$ cat src/rtl/tmds_pkg.sv
// Shared TMDS link constants: control tokens, test pattern and link state type.
package tmds_pkg;

    localparam logic [9:0] TOKEN_00     = 10'b1101010100;
    localparam logic [9:0] TOKEN_01     = 10'b0010101011;
    localparam logic [9:0] TOKEN_10     = 10'b0101010100;
    localparam logic [9:0] TOKEN_11     = 10'b1010101011;
    localparam logic [9:0] TEST_PATTERN = 10'b0000011111;

    typedef enum logic [1:0] {
        WAIT_LOCK,
        RST_HOLD,
        SETTLE,
        ACTIVE
    } link_state_t;

    // Control token selected by {C1,C0}
    function automatic logic [9:0] ctrl_token(input logic [1:0] c);
        logic [9:0] tok;
        case (c)
            2'b00:   tok = TOKEN_00;
            2'b01:   tok = TOKEN_01;
            2'b10:   tok = TOKEN_10;
            default: tok = TOKEN_11;
        endcase
        return tok;
    endfunction

endpackage

$ cat src/rtl/tmds_lock_filter.sv
// Two-flop synchronizer for the MMCM lock plus a consecutive-high qualifier.
module tmds_lock_filter #(
    parameter int LOCK_FILT = 4
) (
    input  logic PI_clk,
    input  logic reset,
    input  logic clk_locked,
    output logic lock_ok
);

    localparam int RUN_W = $clog2(LOCK_FILT + 1);

    logic             sync1;
    logic             sync2;
    logic [RUN_W-1:0] run_cnt;

    // run_cnt holds the number of earlier consecutive highs, so lock_ok
    // asserts on the LOCK_FILT-th high sample without an extra register stage.
    always_ff @(posedge PI_clk) begin
        if (reset) begin
            sync1   <= 1'b0;
            sync2   <= 1'b0;
            run_cnt <= '0;
        end else begin
            sync1 <= clk_locked;
            sync2 <= sync1;
            if (!sync2) begin
                run_cnt <= '0;
            end else if (run_cnt != RUN_W'(LOCK_FILT - 1)) begin
                run_cnt <= run_cnt + RUN_W'(1);
            end
        end
    end

    assign lock_ok = sync2 && (run_cnt == RUN_W'(LOCK_FILT - 1));

endmodule

$ cat src/rtl/tmds_serdes_ctrl.sv
// TMDS serializer bring-up FSM and symbol output mux.
// Optional feature: define TMDS_TEST_PATTERN_EN to add the test_en input.
module tmds_serdes_ctrl
    import tmds_pkg::*;
#(
    parameter int RST_CYCLES    = 16,
    parameter int SETTLE_CYCLES = 8,
    parameter int LOCK_FILT     = 4
) (
    input  logic       PI_clk,
    input  logic       reset,
    input  logic       clk_locked,
    input  logic       de,
    input  logic       hsync,
    input  logic       vsync,
    input  logic [9:0] enc0,
    input  logic [9:0] enc1,
    input  logic [9:0] enc2,
`ifdef TMDS_TEST_PATTERN_EN
    input  logic       test_en,
`endif
    output logic       serdes_rst,
    output logic [9:0] PI_data0,
    output logic [9:0] PI_data1,
    output logic [9:0] PI_data2,
    output logic       link_up
);

    localparam int CNT_MAX = (RST_CYCLES > SETTLE_CYCLES) ? RST_CYCLES : SETTLE_CYCLES;
    localparam int CNT_W   = $clog2(CNT_MAX + 1);

    link_state_t      state;
    logic [CNT_W-1:0] cnt;
    logic             lock_ok;
    logic [9:0]       nxt0;
    logic [9:0]       nxt1;
    logic [9:0]       nxt2;

    tmds_lock_filter #(
        .LOCK_FILT(LOCK_FILT)
    ) u_lock_filter (
        .PI_clk    (PI_clk),
        .reset     (reset),
        .clk_locked(clk_locked),
        .lock_ok   (lock_ok)
    );

    always_ff @(posedge PI_clk) begin
        if (reset || !lock_ok) begin
            state      <= WAIT_LOCK;
            cnt        <= '0;
            serdes_rst <= 1'b1;
            link_up    <= 1'b0;
        end else begin
            case (state)
                WAIT_LOCK: begin
                    state      <= RST_HOLD;
                    cnt        <= '0;
                    serdes_rst <= 1'b1;
                    link_up    <= 1'b0;
                end
                RST_HOLD: begin
                    if (cnt == CNT_W'(RST_CYCLES - 1)) begin
                        state      <= SETTLE;
                        cnt        <= '0;
                        serdes_rst <= 1'b0;
                    end else begin
                        cnt <= cnt + CNT_W'(1);
                    end
                end
                SETTLE: begin
                    if (cnt == CNT_W'(SETTLE_CYCLES - 1)) begin
                        state   <= ACTIVE;
                        cnt     <= '0;
                        link_up <= 1'b1;
                    end else begin
                        cnt <= cnt + CNT_W'(1);
                    end
                end
                default: begin
                    state      <= ACTIVE;
                    serdes_rst <= 1'b0;
                    link_up    <= 1'b1;
                end
            endcase
        end
    end

    // Gating with lock_ok drops the channels to token 00 on the same edge
    // that the FSM leaves ACTIVE, so no stale pixel follows lock loss.
    always_comb begin
        nxt0 = TOKEN_00;
        nxt1 = TOKEN_00;
        nxt2 = TOKEN_00;
        if (state == ACTIVE && lock_ok) begin
            if (de) begin
                nxt0 = enc0;
                nxt1 = enc1;
                nxt2 = enc2;
            end else begin
                nxt0 = ctrl_token({vsync, hsync});
            end
`ifdef TMDS_TEST_PATTERN_EN
            if (test_en) begin
                nxt0 = TEST_PATTERN;
                nxt1 = TEST_PATTERN;
                nxt2 = TEST_PATTERN;
            end
`endif
        end
    end

    always_ff @(posedge PI_clk) begin
        if (reset) begin
            PI_data0 <= TOKEN_00;
            PI_data1 <= TOKEN_00;
            PI_data2 <= TOKEN_00;
        end else begin
            PI_data0 <= nxt0;
            PI_data1 <= nxt1;
            PI_data2 <= nxt2;
        end
    end

endmodule

$ cat config.mk
export PLATFORM = sky130hd
export DESIGN_NAME = tmds_serdes_ctrl
export DESIGN_NICKNAME = d
export VERILOG_FILES = /design/src/rtl/tmds_pkg.sv /design/src/rtl/tmds_lock_filter.sv /design/src/rtl/tmds_serdes_ctrl.sv
export SDC_FILE = /design/constraint.sdc
export NUM_CORES = 1
export LEC_CHECK = 0
export CAP_MARGIN = 20
export CORE_MARGIN = 2
export CORE_UTILIZATION = 40
export CTS_BUF_LIST = sky130_fd_sc_hd__clkbuf_4 sky130_fd_sc_hd__clkbuf_8
export CTS_CLUSTER_SIZE = 20
export DETAILED_ROUTE_END_ITERATION = 10
export GPL_ROUTABILITY_DRIVEN = 0
export PLACE_DENSITY = 0.8
export SYNTH_ARGS = -nofsm -noshare
export SYNTH_HDL_FRONTEND = slang
export SYNTH_SLANG_ARGS = --single-unit
$ cat constraint.sdc
create_clock -name PI_clk -period 5.25 [get_ports PI_clk]
set_input_delay 1.05 -clock PI_clk [delete_from_list [all_inputs] [get_ports PI_clk]]
set_output_delay 1.05 -clock PI_clk [all_outputs]
set_load 0.1 [all_outputs]
==> flow_metrics.py <==
metrics = {
    "clocking": {
        "cts_tree": "built",
        "post-cts-setup-buffer-count": 0,
        "clk_latency_ns": 0.29,
        "hold_buffers": 0,
        "clkTransAtPathRegs_ns": 0.08,
        "cts_resized": 0,
        "cts-root-buf": "clkbuf_8",
        "h-tree-depth": 2,
        "clkSinkCount": 44,
        "numCtsBuffers": 5,
        "cts.path.max_buffers": 2,
    },
    "global_route": {
        "overflow": 0,
        "grt_pass1_vias": 1194,
        "grt_max_degree": 16,
        "grtUsageTotal": 0.158,
        "grt_pass1_wl_um": 5240,
        "antenna_found_initial": 0,
    },
    "setup_path": {
        "critPathTopFamily": "buffers and inverters",
        "critical_path.cell_chain": "clkdlybuf4s50_1",
        "path_class": "flip-flop to primary output",
        "cp.arrival_ns": 1.77,
        "cp-end-kind": "primary output",
        "cp_max_fo": 1,
        "max_stage_delay_ns": 1.15,
        "worst-path-buf-inv": 1,
        "worstPathRequired_ns": 4.20,
        "reg2reg_slack_ns": 3.28,
        "crit_path_start_kind": "flip-flop",
        "crit_slowest_cell": "clkdlybuf4s50_1",
    },
    "yosys": {
        "synth-async-reset-ratio": 0,
        "ys_seq_area_frac": 0.540,
        "synth.ff_latch_count": 44,
        "yosysTopAreaCell": "dfxtp_1",
        "syn-num-nets": 209,
        "synthesis.area_mm2": 0.00163,
        "synth-edff-count": 0,
        "synth_most_common_cell": "dfxtp_1",
        "ys_warn_count": 0,
        "netlist.area_leader.share": 0.540,
        "synthTopCellsByArea": "dfxtp_1, ha_1, or3_1",
        "yosysUniqueCellTypes": 33,
        "synth_area_per_cell_um2": 10.1,
        "yosys_most_used_dff": "dfxtp_1",
        "netlist_instances": 162,
        "synthTopCellsByCount": "dfxtp_1, nand2_1, or3_1",
    },
    "job": {
        "drv_cap": 0,
    },
    "die": {
        "coreArea_mm2": 0.00397,
        "core.rowCount": 23,
        "num_io_pins": 68,
        "die_h_um": 67.8,
        "dieArea_mm2": 0.00460,
        "fp.dieW_um": 67.8,
        "initial_core_util": 0.411,
    },
    "timing": {
        "fmax_mhz": 355,
        "max_slew_margin": 0.333,
        "setup_viol": 0,
        "fin_tns_setup_ns": 0,
        "finalHoldViolations": 0,
        "rsz0062_at_grt": "false",
        "period_needed_ns": 2.82,
        "worst_pin_slew_ns": 0.997,
        "slew_violations": 0,
        "clock_skew_ns": 0.00760,
        "fin_crit_sh": 0.537,
    },
    "routing": {
        "met3WireLength_um": 280,
        "vias_per_cell": 4.59,
        "drt_first_pass_iters": 3,
        "highest_layer": "met4",
        "routed_wl_um": 3440,
        "met2_length_um": 1710,
        "met1Wirelength_um": 1380,
        "ant_nets": 0,
        "vias": 1293,
        "wl_per_cell_um": 12.2,
        "drc": 0,
        "dr.first_iter.drc_count": 32,
    },
    "final_layout": {
        "final_util": 0.622,
        "antennaDiodeCount": 0,
        "seq_area_um2": 881,
        "final_area_mm2": 0.00247,
        "multi_input_area_um2": 696,
        "nets": 279,
        "area_growth_pct": 51.4,
        "final_layout_size_suffix_gt1_frac": 0.0603,
        "fill_cells": 338,
    },
    "hold_path": {
        "hp-class": "flip-flop to flip-flop",
    },
    "power": {
        "power_leakage_nw": 0.977,
        "p_total_uw": 661,
        "power_density_mw_per_mm2": 268,
        "ir_worst_vdd_v": 0.000177,
    },
    "placed_design": {
        "placed_cell_area_mm2": 0.00234,
        "io_buffers": 67,
        "hpwl_um": 2660,
    },
    "outcome": {
        "status": "finished clean",
    },
}
-- sequential cells by signal, indices dropped and copies added (netlist names), 2 cells and up --
signal,count
cnt,5
state,2
u_lock_filter.run_cnt,3
PI_data0,10
PI_data1,10
PI_data2,10
-- cells by family (layout without fill, tap and decap cells) --
kind of cell	after synthesis	in the layout	share of synthesized area
compound gates	21	21	0.0829
xor+xnor	2	2	0.0107
fa+ha+maj	11	11	0.0844
buf+inv	12	82	0.0330
flops	44	44	0.540
mux	2	2	0.0130
simple gates	70	70	0.236
-- final timing paths --
kind,startpoint,end,depth (start not counted)
setup / recovery,PI_data0[0],PI_data0[0],1
hold / removal,u_lock_filter.sync1,u_lock_filter.sync2,1
setup reg to reg,cnt[0],cnt[3],8
hold reg to reg,u_lock_filter.sync1,u_lock_filter.sync2,1
-- cell type report --
| cell class | instances | share of cell area |
|---|---|---|
| Timing Repair Buffer | 67 | 0.272 |
| Clock buffer | 5 | 0.0279 |
| Tap cell | 50 | 0.0253 |
| Inverter | 8 | 0.0122 |
| Multi-Input combinational cell | 106 | 0.282 |
| Clock inverter | 2 | 0.0243 |
| Sequential cell | 44 | 0.357 |
-- cell usage in the layout, fill, tap and decap left out, types with 2 or more instances in the layout --
master / synthesis / layout
and2_1: 11 / 11
a21oi_1: 8 / 8
nand3_1: 4 / 4
o21ai_0: 4 / 4
clkbuf_8: 0 / 5
inv_1: 8 / 8
a211oi_1: 2 / 2
clkdlybuf4s50_1: 0 / 67
bufinv_16: 0 / 2
nor2_1: 11 / 11
ha_1: 11 / 11
nand2_1: 19 / 19
or3_1: 12 / 12
nor2b_1: 3 / 3
xor2_1: 2 / 2
and2b_1: 3 / 3
dfxtp_1: 44 / 44
-- metrics by stage --
stage,std cells,hold slack [ns],setup slack [ns]
finish,282,0.444,2.43
global route,282,0.479,2.38
CTS,282,0.452,2.40
detailed placement,275,0.428,2.57
global placement,275,0.416,2.57
floorplan,162,0.414,3.28
-- power by group --
group	total [mW]	internal, mW	switching [mW]
sequential	0.335	0.334	0.000380
combinational	0.0329	0.0249	0.00794
clock	0.293	0.187	0.106
-- metal layers --
metal / vias up / track usage
li1: 672 / -
met1: 572 / 0.171
met2: 41 / 0.268
met3: 8 / 0.0543
met4: 0 / 0.0900
met5: - / 0
Note: power is estimated with default switching activity, not from simulation.
